[config.mk]
export PLATFORM = sky130hd
export DESIGN_NAME = ccl_readout_ctrl
export DESIGN_NICKNAME = d
export VERILOG_FILES = /design/src/rtl/ccl_readout_ctrl.sv
export SDC_FILE = /design/constraint.sdc
export NUM_CORES = 1
export LEC_CHECK = 0
export CAP_MARGIN = 20
export CORE_MARGIN = 1.5
export CORE_UTILIZATION = 46
export CTS_BUF_LIST = sky130_fd_sc_hd__clkbuf_4 sky130_fd_sc_hd__clkbuf_8
export CTS_CLUSTER_DIAMETER = 150
export DETAILED_ROUTE_END_ITERATION = 7
export HOLD_SLACK_MARGIN = 0.08
export PLACE_DENSITY = 0.81
export SETUP_SLACK_MARGIN = 0.3
export SLEW_MARGIN = 20
export SYNTH_ARGS = -nofsm -noshare
export SYNTH_HDL_FRONTEND = slang
export SYNTH_SLANG_ARGS = --single-unit
[constraint.sdc]
create_clock -name clk -period 5.05 [get_ports clk]
set_input_delay 0.505 -clock clk [delete_from_list [all_inputs] [get_ports clk]]
set_output_delay 0.505 -clock clk [all_outputs]
set_load 0.01 [all_outputs]
[src/rtl/ccl_readout_ctrl.sv]
// Frame sequencer for the CCL labeler: it gates ccl_en, drains the pipeline, then reads centroids out on a valid/ready stream.
// Optional feature: define CCL_AREA_FILTER_EN to skip labels whose area is below MIN_AREA.
`ifndef WORD_SIZE
`define WORD_SIZE 8
`endif
`ifndef LOC_SIZE
`define LOC_SIZE 10
`endif
`ifndef OBJ_WIDTH
`define OBJ_WIDTH 16
`endif

module ccl_readout_ctrl #(
  parameter int DRAIN_CYCLES = 4,
  parameter int READ_LAT     = 1,
  parameter int MIN_AREA     = 16
) (
  input  logic                  clk,
  input  logic                  reset,
  input  logic                  frame_start,
  input  logic                  frame_end,
  input  logic                  pix_valid,
  input  logic [`WORD_SIZE-1:0] num_labels,
  input  logic [`LOC_SIZE-1:0]  obj_x,
  input  logic [`LOC_SIZE-1:0]  obj_y,
  input  logic [`OBJ_WIDTH-1:0] obj_area,
  output logic                  ccl_en,
  output logic [`WORD_SIZE-1:0] obj_id,
  output logic                  out_valid,
  input  logic                  out_ready,
  output logic [`WORD_SIZE-1:0] out_label,
  output logic [`LOC_SIZE-1:0]  out_x,
  output logic [`LOC_SIZE-1:0]  out_y,
  output logic                  busy,
  output logic                  done,
  output logic [`WORD_SIZE-1:0] obj_count
);

  localparam int WORD_W  = `WORD_SIZE;
  localparam int LOC_W   = `LOC_SIZE;
  localparam int OBJ_W   = `OBJ_WIDTH;
  localparam int CNT_MAX = (DRAIN_CYCLES > READ_LAT + 1) ? DRAIN_CYCLES : READ_LAT + 1;
  localparam int CNT_W   = $clog2(CNT_MAX + 1);

`ifdef CCL_AREA_FILTER_EN
  localparam bit AREA_FILTER = 1'b1;
`else
  localparam bit AREA_FILTER = 1'b0;
`endif

  typedef enum logic [2:0] {
    S_IDLE,
    S_SCAN,
    S_DRAIN,
    S_FETCH,
    S_EMIT
  } state_t;

  state_t              state, state_nxt;
  logic [CNT_W-1:0]    cnt, cnt_nxt;
  logic [WORD_W-1:0]   n_lat, n_lat_nxt;
  logic [WORD_W-1:0]   obj_id_nxt;
  logic                out_valid_nxt;
  logic [WORD_W-1:0]   out_label_nxt;
  logic [LOC_W-1:0]    out_x_nxt, out_y_nxt;
  logic [WORD_W-1:0]   obj_count_nxt;
  logic                done_nxt;
  logic                last_label;
  logic                keep_label;

  // An empty object has no meaningful centroid; the divider output is discarded.
  function automatic logic [LOC_W-1:0] gate_loc(input logic [LOC_W-1:0] loc,
                                               input logic [OBJ_W-1:0] area);
    gate_loc = (area == '0) ? '0 : loc;
  endfunction

  assign last_label = (obj_id == (n_lat - WORD_W'(1)));
  assign keep_label = !AREA_FILTER || (obj_area >= OBJ_W'(MIN_AREA));
  assign busy       = (state != S_IDLE);

  always_comb begin
    state_nxt     = state;
    cnt_nxt       = cnt;
    n_lat_nxt     = n_lat;
    obj_id_nxt    = obj_id;
    out_valid_nxt = out_valid;
    out_label_nxt = out_label;
    out_x_nxt     = out_x;
    out_y_nxt     = out_y;
    obj_count_nxt = obj_count;
    done_nxt      = 1'b0;
    ccl_en        = 1'b0;

    case (state)
      S_IDLE: begin
        if (frame_start) begin
          state_nxt     = S_SCAN;
          obj_count_nxt = '0;
        end
      end

      S_SCAN: begin
        ccl_en = pix_valid;
        if (frame_end) begin
          state_nxt = S_DRAIN;
          cnt_nxt   = CNT_W'(DRAIN_CYCLES - 1);
        end
      end

      S_DRAIN: begin
        ccl_en = 1'b1;
        if (cnt == '0) begin
          n_lat_nxt = num_labels;
          if (num_labels <= WORD_W'(1)) begin
            done_nxt  = 1'b1;
            state_nxt = S_IDLE;
          end else begin
            obj_id_nxt = WORD_W'(1);
            cnt_nxt    = CNT_W'(READ_LAT - 1);
            state_nxt  = S_FETCH;
          end
        end else begin
          cnt_nxt = cnt - CNT_W'(1);
        end
      end

      S_FETCH: begin
        if (cnt != '0) begin
          cnt_nxt = cnt - CNT_W'(1);
        end else if (keep_label) begin
          out_label_nxt = obj_id;
          out_x_nxt     = gate_loc(obj_x, obj_area);
          out_y_nxt     = gate_loc(obj_y, obj_area);
          out_valid_nxt = 1'b1;
          state_nxt     = S_EMIT;
        end else if (last_label) begin
          done_nxt  = 1'b1;
          state_nxt = S_IDLE;
        end else begin
          // Skipped label: one extra cycle keeps the per-label cost at READ_LAT+1.
          obj_id_nxt = obj_id + WORD_W'(1);
          cnt_nxt    = CNT_W'(READ_LAT);
        end
      end

      S_EMIT: begin
        if (out_ready) begin
          obj_count_nxt = obj_count + WORD_W'(1);
          out_valid_nxt = 1'b0;
          if (last_label) begin
            done_nxt  = 1'b1;
            state_nxt = S_IDLE;
          end else begin
            obj_id_nxt = obj_id + WORD_W'(1);
            cnt_nxt    = CNT_W'(READ_LAT - 1);
            state_nxt  = S_FETCH;
          end
        end
      end

      default: state_nxt = S_IDLE;
    endcase
  end

  always_ff @(posedge clk) begin
    if (reset) begin
      state     <= S_IDLE;
      cnt       <= '0;
      n_lat     <= '0;
      obj_id    <= '0;
      out_valid <= 1'b0;
      out_label <= '0;
      out_x     <= '0;
      out_y     <= '0;
      obj_count <= '0;
      done      <= 1'b0;
    end else begin
      state     <= state_nxt;
      cnt       <= cnt_nxt;
      n_lat     <= n_lat_nxt;
      obj_id    <= obj_id_nxt;
      out_valid <= out_valid_nxt;
      out_label <= out_label_nxt;
      out_x     <= out_x_nxt;
      out_y     <= out_y_nxt;
      obj_count <= obj_count_nxt;
      done      <= done_nxt;
    end
  end

endmodule

# Yosys cells after proc, flatten, opt, wreduce, memory -nomap -nowiden
# Index checks and enable logic that the tools add are counted.
# word_totals
in_bits	50
register_bits	60
# classes
magnitude_cmp	1
bitwise	1
n_reduce_logical	16
n_eq_ne	14
add_sub_neg	4
muxes	34
# ops
cell	n
8-bit two-way mux	6
3-bit two-way mux	11
8-bit one-hot mux with 2 select lines	2
10-bit two-way mux	2
8-bit by 1-bit adder with 8-bit output, second input constant	2
16-bit logical NOT	1
2-bit != test, second input constant	8
3-bit one-hot mux with 5 select lines	1
3-bit one-hot mux with 4 select lines	1
5-bit AND reduction	2
8-bit equality test	1
8-bit by 1-bit <= comparator with 1-bit output, second input constant	1
8-bit by 1-bit subtractor with 8-bit output, second input constant	1
3-bit by 2-bit equality test with 1-bit output, second input constant	2
3-bit logical NOT	2
1-bit two-way mux	6
1-bit one-hot mux with 2 select lines	3
3-bit AND reduction	2
6-bit AND reduction	1
2-bit nonzero test	3
3-bit nonzero test	2
2-bit two-way mux	2
2-bit AND reduction	2
4-bit nonzero test	1
5 further kinds	5

# Depth between registers and ports, before layout
# Gate-level depths: netlist of the first run.
# logic_depth
word_depth	5
mapped_depth	9
mapped_depth_nobuf	8

# Least setup slack after synthesis of the first run
# Ideal clock, no wire load.
# synth_path
kind	input-to-reg
from	input num_labels[4]
to	register cnt[0]
path_buffers	0
slack_ps	3128
arrival_ps	1790
cell_stages	6
cell_sequence	or4_4 > nor4_4 > nand2_1 > nand3_1 > mux2i_1 > a21oi_1
# synth_via
elab_chain_cells	3
# synth_rtl
element	line	rtl
start, declared	23	input logic [`WORD_SIZE-1:0] num_labels,
8-bit by 1-bit <= comparator with 1-bit output	114	if (num_labels <= WORD_W'(1)) begin
3-bit != test (no line)	n/a	
6-bit AND reduction (no line)	n/a	
end signal, assigned	179	cnt <= cnt_nxt;
end, declared	60	logic [CNT_W-1:0] cnt, cnt_nxt;
# Every way passes these cells.
# A chain may end at the register's enable or synchronous reset.

# Worst setup path in the final report of the first run
# layout_path
from	register cnt[0]
to	register obj_id[4]
# layout_via
elab_chain_cells	3
# layout_rtl
element	line	rtl
3-bit logical NOT	112	if (cnt == '0) begin
2-bit != test (no line)	n/a	
5-bit AND reduction (no line)	n/a	
end signal, assigned	181	obj_id <= obj_id_nxt;
end, declared	28	output logic [`WORD_SIZE-1:0] obj_id,
# Every way passes these cells.

==> reports/metrics.cfg, run 1 <==
[synth]
synthTopCellsByArea = dfxtp_1 (42%), nor2_1 (5.8%), mux2i_1 (5.7%)
yosysMostFrequentCell = dfxtp_1
ys_warn_count = 0
async_flop_share_pct = 0
synthFlopType = dfxtp_1
synth_edf_count = 0
ys_seq_area_share_pct = 42.4
ys_top_cells_by_count = dfxtp_1 (60), nor2_1 (44), nand2_1 (30)
ys_types = 50
synth_area_um2 = 2830
synth_seq_cells = 60
yosys.area.top_type = dfxtp_1
synth_nets = 377
syn_inst = 322
syn_avg_cell_area_um2 = 8.80
synth.top_cell.area_share_pct = 42.4

[global_routing]
grt_use_total_pct = 22.6
antenna_found_initial = 0
grt_pass1_wl_um = 11600
grt_max_degree = 57
gr-total-overflow = 0
grt_pass1_vias = 2558

[critical_path]
critPathKind = flop to flop
critPathRequiredTime_ns = 5.32
crit_fanout = 10
reg2reg_slack_ns = 2.53
r2r-end = obj_id[4]
reg2reg_depth = 7
cp.arrival_ns = 2.79
critPathLaunch = cnt[0]
rr_startpoint = cnt[0]
endpoint_kind = flop
start_kind = flop

[run_status]
status = complete, no violations

[min_path]
whs_endpoint = out_label[7]
worstHoldStart = out_label[7]
hold_path.class = flop to flop
worstHoldPathCells = 2

[clock_tree]
root_buffer = clkbuf_8
clk_pin_slew_ns = 0.07
numCtsBuffers = 9
cts.sinks = 60
cts_resized = 0
clk_latency_ns = 0.34
post_cts_buffers = 0
htree_levels = 3
ctsHoldBuffers = 0
cts_buffer_depth = 2
cts_tree = done

[power]
finalPower_mw = 1.17
seqPwrFrac_pct = 43.3
p_sw_mw = 0.290
p_leak_nw = 1.50
ir_worst_vdd_mv = 0.160
clock_power_share_pct = 41.7
pwr-share-comb_pct = 15.0
p_int_mw = 0.880
swShare_pct = 24.8
powerDensity_nw_per_um2 = 289

[die]
die_height_um = 81.5
initial_core_util_pct = 47.8
coreArea_um2 = 5920
die-area_um2 = 6640
die_w_um = 81.5
rows = 28
ios = 98

[place]
dp_hpwl_um = 5080
post-place-ws_ns = 2.48
place.gp.congestion = 0.942
io_buffers = 97

[sta]
hold_viol_final = 0
setup_viol_count_final = 0
layout_min_cycle_time_ns = 2.52
fmax_ghz = 0.397
relSlewSlack_pct = 37.8
setup_slack_ns = 2.53
fin_hold_ws_ns = 0.455
tns_ns = 0
clock_skew_ns = 0.00969
worst-slew-pin-transition_ns = 0.932
slew_violations = 0
rsz0062_at_grt = no
fin_crit_sh_pct = 49.9

[route]
route.detailed.drc = 0
vias_per_cell = 5.46
vias = 2688
routedWlPerCell_um = 14.2
drtIter0Drc = 203
drt_pass1_iterations = 4
routed_wl_um = 7000
ant_nets = 0

[cells_and_area]
n_antenna_cell = 0
drive_gt1_share_pct = 6.95
utilization_pct = 68.4
area_delta_synth_final_pct = 43.0
layout.nets = 468
nFillCells = 494

[job]
maxCapViolations = 0

==> flip-flops by register name (all words and copies together), names as in the netlist <==
signal and count:
n_lat 8, out_label 8, cnt 3, done 1
out_x 10, obj_count 8, out_valid 1, out_y 10
state 3, obj_id 8
==> kinds of logic (layout without fill, tap and decap cells) <==
logic type / count (synthesis) / in the layout / synth area share (%)
AOI/OAI and AO/OA: 68 / 68 / 16.8
xor gates and xnor gates: 14 / 14 / 4.33
adders and majority gates: 5 / 5 / 2.21
buffers and inverters: 25 / 120 / 3.58
DFF: 60 / 60 / 42.4
muxes: 18 / 18 / 6.45
and+or+nand+nor: 132 / 132 / 24.2
==> worst max-delay path: stages (launching register included) <==
cell and delay [ns]:
dfxtp_1 0.34, inv_1 0.09, ha_1 0.17, nor2b_1 0.38, nand3_1 0.54, o22a_1 0.50, a21oi_1 0.25, mux2i_1 0.19
==> placed cells by master, fill, tap and decap left out, types with 3 or more instances in the layout <==
master           instances
or3_1                    7
nand2b_1                 4
nor2_1                  43
a21oi_1                 25
clkbuf_8                11
nand3_1                 14
clkdlybuf4s50_1         96
nor4_1                   4
a21o_1                   3
xnor2_1                  5
mux2i_1                 16
nand2_1                 30
ha_1                     5
dfxtp_1                 60
and3_1                   4
xor2_1                   9
o21a_1                   3
nor2b_1                  3
nand4_1                  5
a22oi_1                 20
inv_1                    7
==> through the flow <==
| step | cells | instance area [um2] |
|---|---|---|
| 2_1_floorplan | 322 | 2830 |
| 3_3_place_gp | 477 | 3820 |
| 3_5_place_dp | 477 | 3830 |
| 4_1_cts | 492 | 4050 |
| 5_1_grt | 492 | 4050 |
| 6_report | 492 | 4050 |
==> worst max-delay path by stage <==
stage                      endpoint  slack [ns]  cells past startpoint
after floorplan              cnt[0]        3.13                      6
after global placement     out_y[9]        2.52                      6
after detailed placement  obj_id[3]        2.48                      7
after CTS                 obj_id[4]        2.54                      7
after global routing      obj_id[4]        2.28                      7
final                     obj_id[4]        2.53                      7
==> layout make-up <==
class	instances	area, um2	share of cell area [%]
Timing Repair Buffer	98	973	24.0
Sequential cell	60	1200	29.6
Clock inverter	4	72.6	1.79
Tap cell	75	93.8	2.32
Multi-Input combinational cell	237	1530	37.8
Clock buffer	11	151	3.74
Inverter	7	26.3	0.649
==> layer usage <==
layer / share of wire (%) / global-route usage (%) / vias up
met2: 49 / 36.7 / 103
met3: 7.6 / 8.33 / 7
li1: - / - / 1336
met4: 0.89 / 8.28 / 0
met5: 0 / 0 / -
met1: 43 / 27.2 / 1242
==> power by group through the flow <==
| stage | clock, mW | combinational (mW) | sequential [mW] |
|---|---|---|---|
| 4_1_cts | 0.498 | 0.176 | 0.506 |
| 3_5_place_dp | 0 | 0.174 | 0.517 |
| 3_3_place_gp | 0 | 0.171 | 0.516 |
| 2_1_floorplan | 0 | 0.107 | 0.510 |
| 6_report | 0.488 | 0.176 | 0.507 |
| 5_1_grt | 0.519 | 0.194 | 0.509 |
Power figures use the tool's default switching activity.
==> run 2: changes to the inputs <==
- CORE_UTILIZATION: 46 -> 42
- PLACE_DENSITY: 0.81 -> 0.78
- clock period: 5.05 -> 2.1 ns (I/O delays scaled with it)
==> reports/metrics.cfg, run 2 (synthesis results as in run 1) <==
[critical_path]
critPathKind = flop to flop
critPathRequiredTime_ns = 2.34
cp.arrival_ns = 2.23
start_kind = flop
crit_fanout = 6
endpoint_kind = flop

[sta]
clock_skew_ns = 0.00816
hold_viol_final = 0
rsz0062_at_grt = yes
relSlewSlack_pct = 56.7
fmax_ghz = 0.502
fin_crit_sh_pct = 94.8
slew_violations = 0
setup_viol_count_final = 0
setup_slack_ns = 0.108
worst-slew-pin-transition_ns = 0.650
fin_hold_ws_ns = 0.382
tns_ns = 0
layout_min_cycle_time_ns = 1.99

[cells_and_area]
nFillCells = 485
n_antenna_cell = 0
final_area_um2 = 4530
reg_top3 = out_x: 10 flops, out_y: 10 flops
layout.nets = 498
drive_gt1_share_pct = 22.1
layout_commonest_cell = clkdlybuf4s50_1
area_delta_synth_final_pct = 59.8
final_cell_mix = clkdlybuf4s50_1 (95), dfxtp_1 (52), nor2_1 (40)

[power]
finalPower_mw = 2.75
powerDensity_nw_per_um2 = 609
p_leak_nw = 1.72
ir_worst_vdd_mv = 0.553

[clock_tree]
root_buffer = clkbuf_8
ctsHoldBuffers = 0
cts_tree = done
htree_levels = 3
clk_pin_slew_ns = 0.07
clk_latency_ns = 0.34
cts_buffer_depth = 2
cts.sinks = 60
numCtsBuffers = 9

[route]
routed_wl_um = 9070
ant_nets = 0
drt_pass1_iterations = 8
drtIter0Drc = 260
vias_per_cell = 5.73
vias = 3003
route.detailed.drc = 4
routedWlPerCell_um = 17.3

[run_status]
violations = DRC
status = complete, but fails checks

[global_routing]
antenna_found_initial = 0
gr-total-overflow = 0
grt_pass1_vias = 2913
grt_pass1_wl_um = 13600
grt_max_degree = 36
grt_use_total_pct = 23.4

[job]
maxCapViolations = 0

[place]
post-place-ws_ns = -0.154
placed_area_um2 = 3970
place.gp.congestion = 0.900
io_buffers = 97
dp_hpwl_um = 5810

[die]
ios = 98
die_w_um = 85.1
coreArea_um2 = 6420
initial_core_util_pct = 44.1
die_height_um = 85.1
die-area_um2 = 7250
rows = 29

[min_path]
hold_path.class = input port to flop

==> run 2: worst paths after layout <==
kind,start,endpoint,slack (ns),cells past startpoint
setup / recovery,n_lat[1],cnt[2],0.11,8
hold / removal,reset,obj_count[0],0.38,2
setup reg to reg,n_lat[1],cnt[2],0.11,8
hold reg to reg,out_valid,out_valid,0.46,2
==> run 2: repair_timing <==
action / 4_1_cts / 5_1_grt
buffers inserted: 7 / 2
setup endpoints to repair: 36 / 44
resized for setup: 20 / 40
pin swaps: 10 / 8
cloned: 1 / 2
==> run 2: metrics by stage <==
step,util [%],std cells
floorplan,-,322
global placement,61.9,497
detailed placement,61.9,497
CTS,66.8,520
global route,70.5,524
finish,70.5,524
==> run 2: where the power goes <==
| group | internal [mW] | leakage, nW | switching, mW |
|---|---|---|---|
| Sequential | 1.17 | 0.489 | 0.0426 |
| Clock | 0.509 | 0.0961 | 0.432 |
| Combinational | 0.315 | 1.14 | 0.284 |
| Total | 2.00 | 1.72 | 0.758 |
==> run 2: critical path: stages, from the launching register on <==
cell,delay [ns]
dfxtp_4,0.37
inv_2,0.07
ha_4,0.16
nor4b_4,0.25
xnor2_1,0.14
a211oi_2,0.26
a41o_2,0.26
nand3_2,0.13
a311oi_2,0.25
==> run 2: final cells by class <==
cell class	instances	area [um2]	share of cell area, %
repair buffers	127	1260	27.9
flip-flops and latches	60	1220	26.9
multi-input cells	238	1740	38.5
clock buffers	13	166	3.68
clock inverters	2	10.0	0.221
inverters	7	26.3	0.581
well taps	77	96.3	2.13
==> run 2: metal layers <==
metal  global-route usage (%)  routed length (um)
met1                     28.3                3680
met2                     38.7                4420
met3                     8.27                 785
met4                     7.90                 182
met5                        0                   0
